$ cat src/rtl/wb_port_arbiter.sv
// wb_port_arbiter: register-file write-port scheduler for WB and aux results.
// Optional aux starvation guard enabled by defining WB_ARB_STARVE_EN.
module wb_port_arbiter #(
  parameter int STARVE_LIMIT = 4
) (
  input  logic        clk,
  input  logic        reset,
  input  logic        pipe_valid,
  input  logic        pipe_double,
  input  logic [4:0]  pipe_rd,
  input  logic [63:0] pipe_data,
  output logic        pipe_stall,
  input  logic        aux_valid,
  input  logic        aux_double,
  input  logic [4:0]  aux_rd,
  input  logic [63:0] aux_data,
  output logic        aux_ready,
  output logic        rf_we,
  output logic [4:0]  rf_addr,
  output logic [31:0] rf_data,
  output logic        rf_src,
  output logic        busy
);

  typedef enum logic {IDLE, DBL2} state_t;

  localparam logic [3:0] LIM = 4'(STARVE_LIMIT);

  state_t      state, state_nxt;
  logic        force_aux;
  logic        grant_pipe, grant_aux;
  logic        sel_double;
  logic [4:0]  sel_rd, sel_base;
  logic [63:0] sel_data;
  logic [4:0]  hold_addr;
  logic [31:0] hold_data;

`ifdef WB_ARB_STARVE_EN
  logic [3:0] starve_cnt;

  // count refused aux cycles, saturating; clear on acceptance
  always_ff @(posedge clk or posedge reset) begin
    if (reset) begin
      starve_cnt <= 4'd0;
    end else if (aux_valid && aux_ready) begin
      starve_cnt <= 4'd0;
    end else if (aux_valid && starve_cnt != LIM) begin
      starve_cnt <= starve_cnt + 4'd1;
    end
  end

  assign force_aux = aux_valid && (starve_cnt == LIM);
`else
  logic unused_lim;
  assign unused_lim = ^LIM;
  assign force_aux  = 1'b0;
`endif

  // grant selection, handshakes and next state
  always_comb begin
    grant_pipe = 1'b0;
    grant_aux  = 1'b0;
    pipe_stall = 1'b0;
    aux_ready  = 1'b0;
    state_nxt  = state;
    unique case (state)
      IDLE: begin
        if (force_aux) begin
          grant_aux  = 1'b1;
          aux_ready  = 1'b1;
          pipe_stall = pipe_valid;
        end else if (pipe_valid) begin
          grant_pipe = 1'b1;
        end else if (aux_valid) begin
          grant_aux = 1'b1;
          aux_ready = 1'b1;
        end
        if ((grant_pipe && pipe_double) ||
            (grant_aux && aux_double))
          state_nxt = DBL2;
      end
      DBL2: begin
        pipe_stall = pipe_valid;
        state_nxt  = IDLE;
      end
      default: state_nxt = IDLE;
    endcase
  end

  assign sel_double = grant_aux ? aux_double : pipe_double;
  assign sel_rd     = grant_aux ? aux_rd     : pipe_rd;
  assign sel_data   = grant_aux ? aux_data   : pipe_data;
  assign sel_base   = sel_rd & 5'b11110;

  // state register, registered write port and held second word
  always_ff @(posedge clk or posedge reset) begin
    if (reset) begin
      state     <= IDLE;
      rf_we     <= 1'b0;
      rf_addr   <= 5'd0;
      rf_data   <= 32'd0;
      rf_src    <= 1'b0;
      hold_addr <= 5'd0;
      hold_data <= 32'd0;
    end else begin
      state <= state_nxt;
      if (state == DBL2) begin
        rf_we   <= (hold_addr != 5'd0);
        rf_addr <= hold_addr;
        rf_data <= hold_data;
      end else if (grant_pipe || grant_aux) begin
        rf_src <= grant_aux;
        if (sel_double) begin
          rf_we     <= (sel_base != 5'd0);
          rf_addr   <= sel_base;
          rf_data   <= sel_data[63:32];
          hold_addr <= sel_base | 5'd1;
          hold_data <= sel_data[31:0];
        end else begin
          rf_we   <= (sel_rd != 5'd0);
          rf_addr <= sel_rd;
          rf_data <= sel_data[31:0];
        end
      end else begin
        rf_we <= 1'b0;
      end
    end
  end

  assign busy = (state == DBL2);

endmodule

$ cat config.mk
export PLATFORM = sky130hd
export DESIGN_NAME = wb_port_arbiter
export DESIGN_NICKNAME = d
export VERILOG_FILES = /design/src/rtl/wb_port_arbiter.sv
export SDC_FILE = /design/constraint.sdc
export NUM_CORES = 1
export LEC_CHECK = 0
export BUFFER_PORTS_ARGS = -buffer_cell sky130_fd_sc_hd__buf_2
export CAP_MARGIN = 20
export CORE_ASPECT_RATIO = 0.5
export CORE_MARGIN = 1
export CORE_UTILIZATION = 48
export CTS_CLUSTER_SIZE = 20
export DETAILED_ROUTE_END_ITERATION = 7
export GPL_TIMING_DRIVEN = 0
export PLACE_DENSITY = 0.81
export REMOVE_ABC_BUFFERS = 1
export SLEW_MARGIN = 10
export SYNTH_ARGS = -nofsm -noshare
export SYNTH_HDL_FRONTEND = slang
export SYNTH_SLANG_ARGS = --single-unit
$ cat constraint.sdc
create_clock -name clk -period 3 [get_ports clk]
set_input_delay 0.45 -clock clk [delete_from_list [all_inputs] [get_ports clk]]
set_output_delay 0.45 -clock clk [all_outputs]
set_load 0.005 [all_outputs]
==> impl_metrics.py <==
metrics = {
    "floorplanning": {
        "die-width_microns": 136,
        "ios": 186,
        "die_h_microns": 68.8,
        "core_sq_um": 8320,
        "rows": 23,
        "die-area_sq_um": 9340,
        "start_util_pct": 51.6,
    },
    "power": {
        "p_sw_w": 0.000927,
        "pwr-share-clk_pct": 31.5,
        "p_int_w": 0.00222,
        "seqPwrFrac_pct": 43.5,
        "p_sw_share_pct": 29.4,
        "irDropWorstVdd_v": 0.000369,
        "combPwrFrac_pct": 25.0,
        "power.density_nw_per_um2": 566,
        "leakage_nw": 2.62,
    },
    "synth": {
        "netlist_instances": 407,
        "synth_seq_area_share_pct": 44.9,
        "synthDistinctLibCells": 29,
        "synth.ff_latch_count": 77,
        "synthesis.area_sq_um": 4290,
        "avgSynthCellArea_sq_um": 10.5,
        "synth_warnings": 0,
    },
    "placement": {
        "gp_congestion": 0.774,
        "dpl-instance-area_sq_um": 5260,
        "port_buffers": 185,
        "post-place-ws_ns": -1.02,
        "hpwl_microns": 8000,
    },
    "flow_run": {
        "maxCapViolations": 0,
    },
    "worst_setup_path": {
        "crit_slowest_cell": "or3b_4",
        "cpPeakStageDelay_ns": 0.62,
        "crit_top_cell": "buf_16",
        "cp.arrival_ns": 3.08,
        "crit_path_end_kind": "flop",
        "startpoint_type": "flop",
        "worstPathRequired_ns": 3.21,
        "crit_fanout": 46,
        "critical_path_buf_inv_count": 4,
        "crit_chain": "buf_12 -> or3b_4 -> inv_8 -> mux2i_4 -> buf_16 -> buf_16 -> a2111oi_1 -> a221o_1",
        "cpLargestDelayFamily": "buffers and inverters",
        "crit_type": "flop to flop",
    },
    "layout": {
        "n_antenna_cell": 0,
        "area_growth_pct": 29.8,
        "layout_commonest_cell": "buf_2",
        "fillers": 679,
        "multi_input_area_sq_um": 2140,
        "drive_gt1_share_pct": 38.1,
        "final_area_sq_um": 5570,
        "mostFrequentLayoutCells": "185 x buf_2, 76 x dfrtp_1, 60 x nor3b_1, 59 x o21ai_0, 41 x mux2i_1",
        "seqCellArea_sq_um": 1930,
        "num-nets-final": 712,
    },
    "global_routing": {
        "grt_use_total_pct": 28.3,
        "gr-total-overflow": 0,
        "grt_pass1_vias": 3869,
        "grt_start_max_net_pins": 74,
        "antenna_found_initial": 0,
        "grt_pass1_wl_microns": 19800,
    },
    "route": {
        "vias_per_cell": 6.09,
        "drt_iter0_drc": 339,
        "wl_microns": 13100,
        "ant_nets": 0,
        "drc_errors": 0,
        "drt-pass1-iter-count": 5,
        "wire_per_inst_microns": 19.2,
        "routed-via-count": 4163,
    },
    "min_path": {
        "hp-class": "primary input to async pin",
    },
    "clock_tree": {
        "insertion_delay_ns": 0.34,
        "cts_max_level": 3,
        "cts.sinks": 77,
        "cts-hold-fix-buffers": 0,
        "clockBufferDepth": 2,
        "root_buffer": "clkbuf_16",
        "cts.reportedPaths.clkPinSlew_ns": 0.06,
        "cts_made_buffers": 9,
        "cts_tree": "built",
    },
    "sta": {
        "setup_ws_ns": 0.131,
        "rsz0062_at_grt": "no",
        "final-setup-viol-count": 0,
        "finClkSkew_ns": 0.00492,
        "fin_crit_sh_pct": 95.6,
        "hold_viol": 0,
        "tightest_slew_ns": 1.07,
        "fmax_ghz": 0.349,
        "drv_slew": 0,
        "period_minus_slack_ns": 2.87,
        "relSlewSlack_pct": 29.0,
    },
    "outcome": {
        "status": "completed",
    },
}
==> state kept, by name, indices dropped and copies added, names as in the netlist <==
register / flops
rf_we: 1
rf_data: 32
hold_data: 32
busy: 1
rf_src: 1
hold_addr: 5
rf_addr: 5
==> final timing paths <==
check / cells after the start / start / slack (ns) / endpoint
setup / recovery: 8 / busy / 0.13 / rf_data[19]
hold / removal: 2 / reset / 0.12 / hold_data[23]
setup reg to reg: 8 / busy / 0.13 / rf_data[19]
hold reg to reg: 2 / rf_src / 0.48 / rf_src
max in group asynchronous: 3 / reset / 2.31 / hold_data[29]
min in group clk: 3 / aux_data[6] / 0.41 / hold_data[6]
==> final cells by class <==
class                   count  area share [%]
repair buffers            193            19.1
flip-flops and latches     77            34.6
multi-input cells         284            38.5
inverters                   3           0.382
well taps                 112            2.52
clock buffers              13            4.68
clock inverters             2           0.180
==> synthesized netlist by cell type <==
library cell,n,area [sq um]
a2111oi_0,1,8.76
a2111oi_1,28,280
a2111oi_2,1,15.0
a211oi_1,2,15.0
a21oi_1,4,20.0
a221o_1,30,300
a22oi_1,3,22.5
and2_1,3,18.8
buf_2,5,25.0
buf_4,4,30.0
buf_6,7,78.8
clkbuf_1,30,113
dfrtp_1,77,1930
inv_1,2,7.51
inv_4,1,6.26
mux2i_1,41,410
mux2i_2,1,13.8
nand2_1,8,30.0
nand2b_1,3,18.8
nor2_1,4,15.0
nor3_1,5,25.0
nor3b_1,60,450
nor4_1,2,12.5
o21ai_0,59,295
o21ai_1,20,100
o41ai_1,2,17.5
or2_1,2,12.5
or3b_4,1,11.3
or4_1,1,7.51
==> cell families (layout without fill, tap and decap cells) <==
family / count (synthesis) / in the layout / synth area share, %
buf+inv: 49 / 211 / 6.07
simple gates: 89 / 92 / 14.0
mux: 42 / 42 / 9.89
compound gates: 150 / 150 / 25.1
flops: 77 / 77 / 44.9
==> power by group through the flow <==
stage	sequential, W	combinational (W)	clock (W)
3_3_place_gp	0.00139	0.000704	0
2_1_floorplan	0.00138	0.000382	0
6_report	0.00137	0.000788	0.000993
3_5_place_dp	0.00138	0.000771	0
4_1_cts	0.00137	0.000786	0.00101
5_1_grt	0.00139	0.000863	0.00106
==> worst register-to-register path, stage by stage, from the launching register on <==
cell       delay (ns)
dfrtp_2          0.44
buf_12           0.19
or3b_4           0.64
inv_8            0.31
mux2i_4          0.35
buf_16           0.21
buf_16           0.19
a2111oi_1        0.10
a221o_1          0.31
==> layer usage <==
layer  global-route usage [%]  routed length, microns  share of wire (%)  vias to the layer above
met4                     12.2                     184                1.4                        0
met1                     36.4                    5820                 44                     2060
met3                     4.75                     746                5.7                       17
met2                     48.3                    6350                 48                      164
li1                         -                       -                  -                     1922
met5                        0                       0                  0                        -
==> stage by stage <==
stage | power [W] | util, % | hold slack [ns] | setup TNS, ns | std cells
2_1_floorplan | 0.00176 | - | 0.451 | -104.38 | 361
3_3_place_gp | 0.00209 | 61.4 | 0.457 | -289.60 | 658
3_5_place_dp | 0.00215 | 63.2 | 0.467 | -54.13 | 665
4_1_cts | 0.00317 | 66.8 | 0.132 | 0 | 683
5_1_grt | 0.00332 | 66.9 | 0.153 | 0 | 684
6_report | 0.00315 | 66.9 | 0.123 | 0 | 684
==> repair_timing <==
item	in CTS	in global routing
setup endpoints to repair	71	35
pin swaps	1	1
buffers inserted	1	0
gates resized for setup	3	0
gates cloned	2	1
No activity file was read; power rests on OpenSTA's default activity.
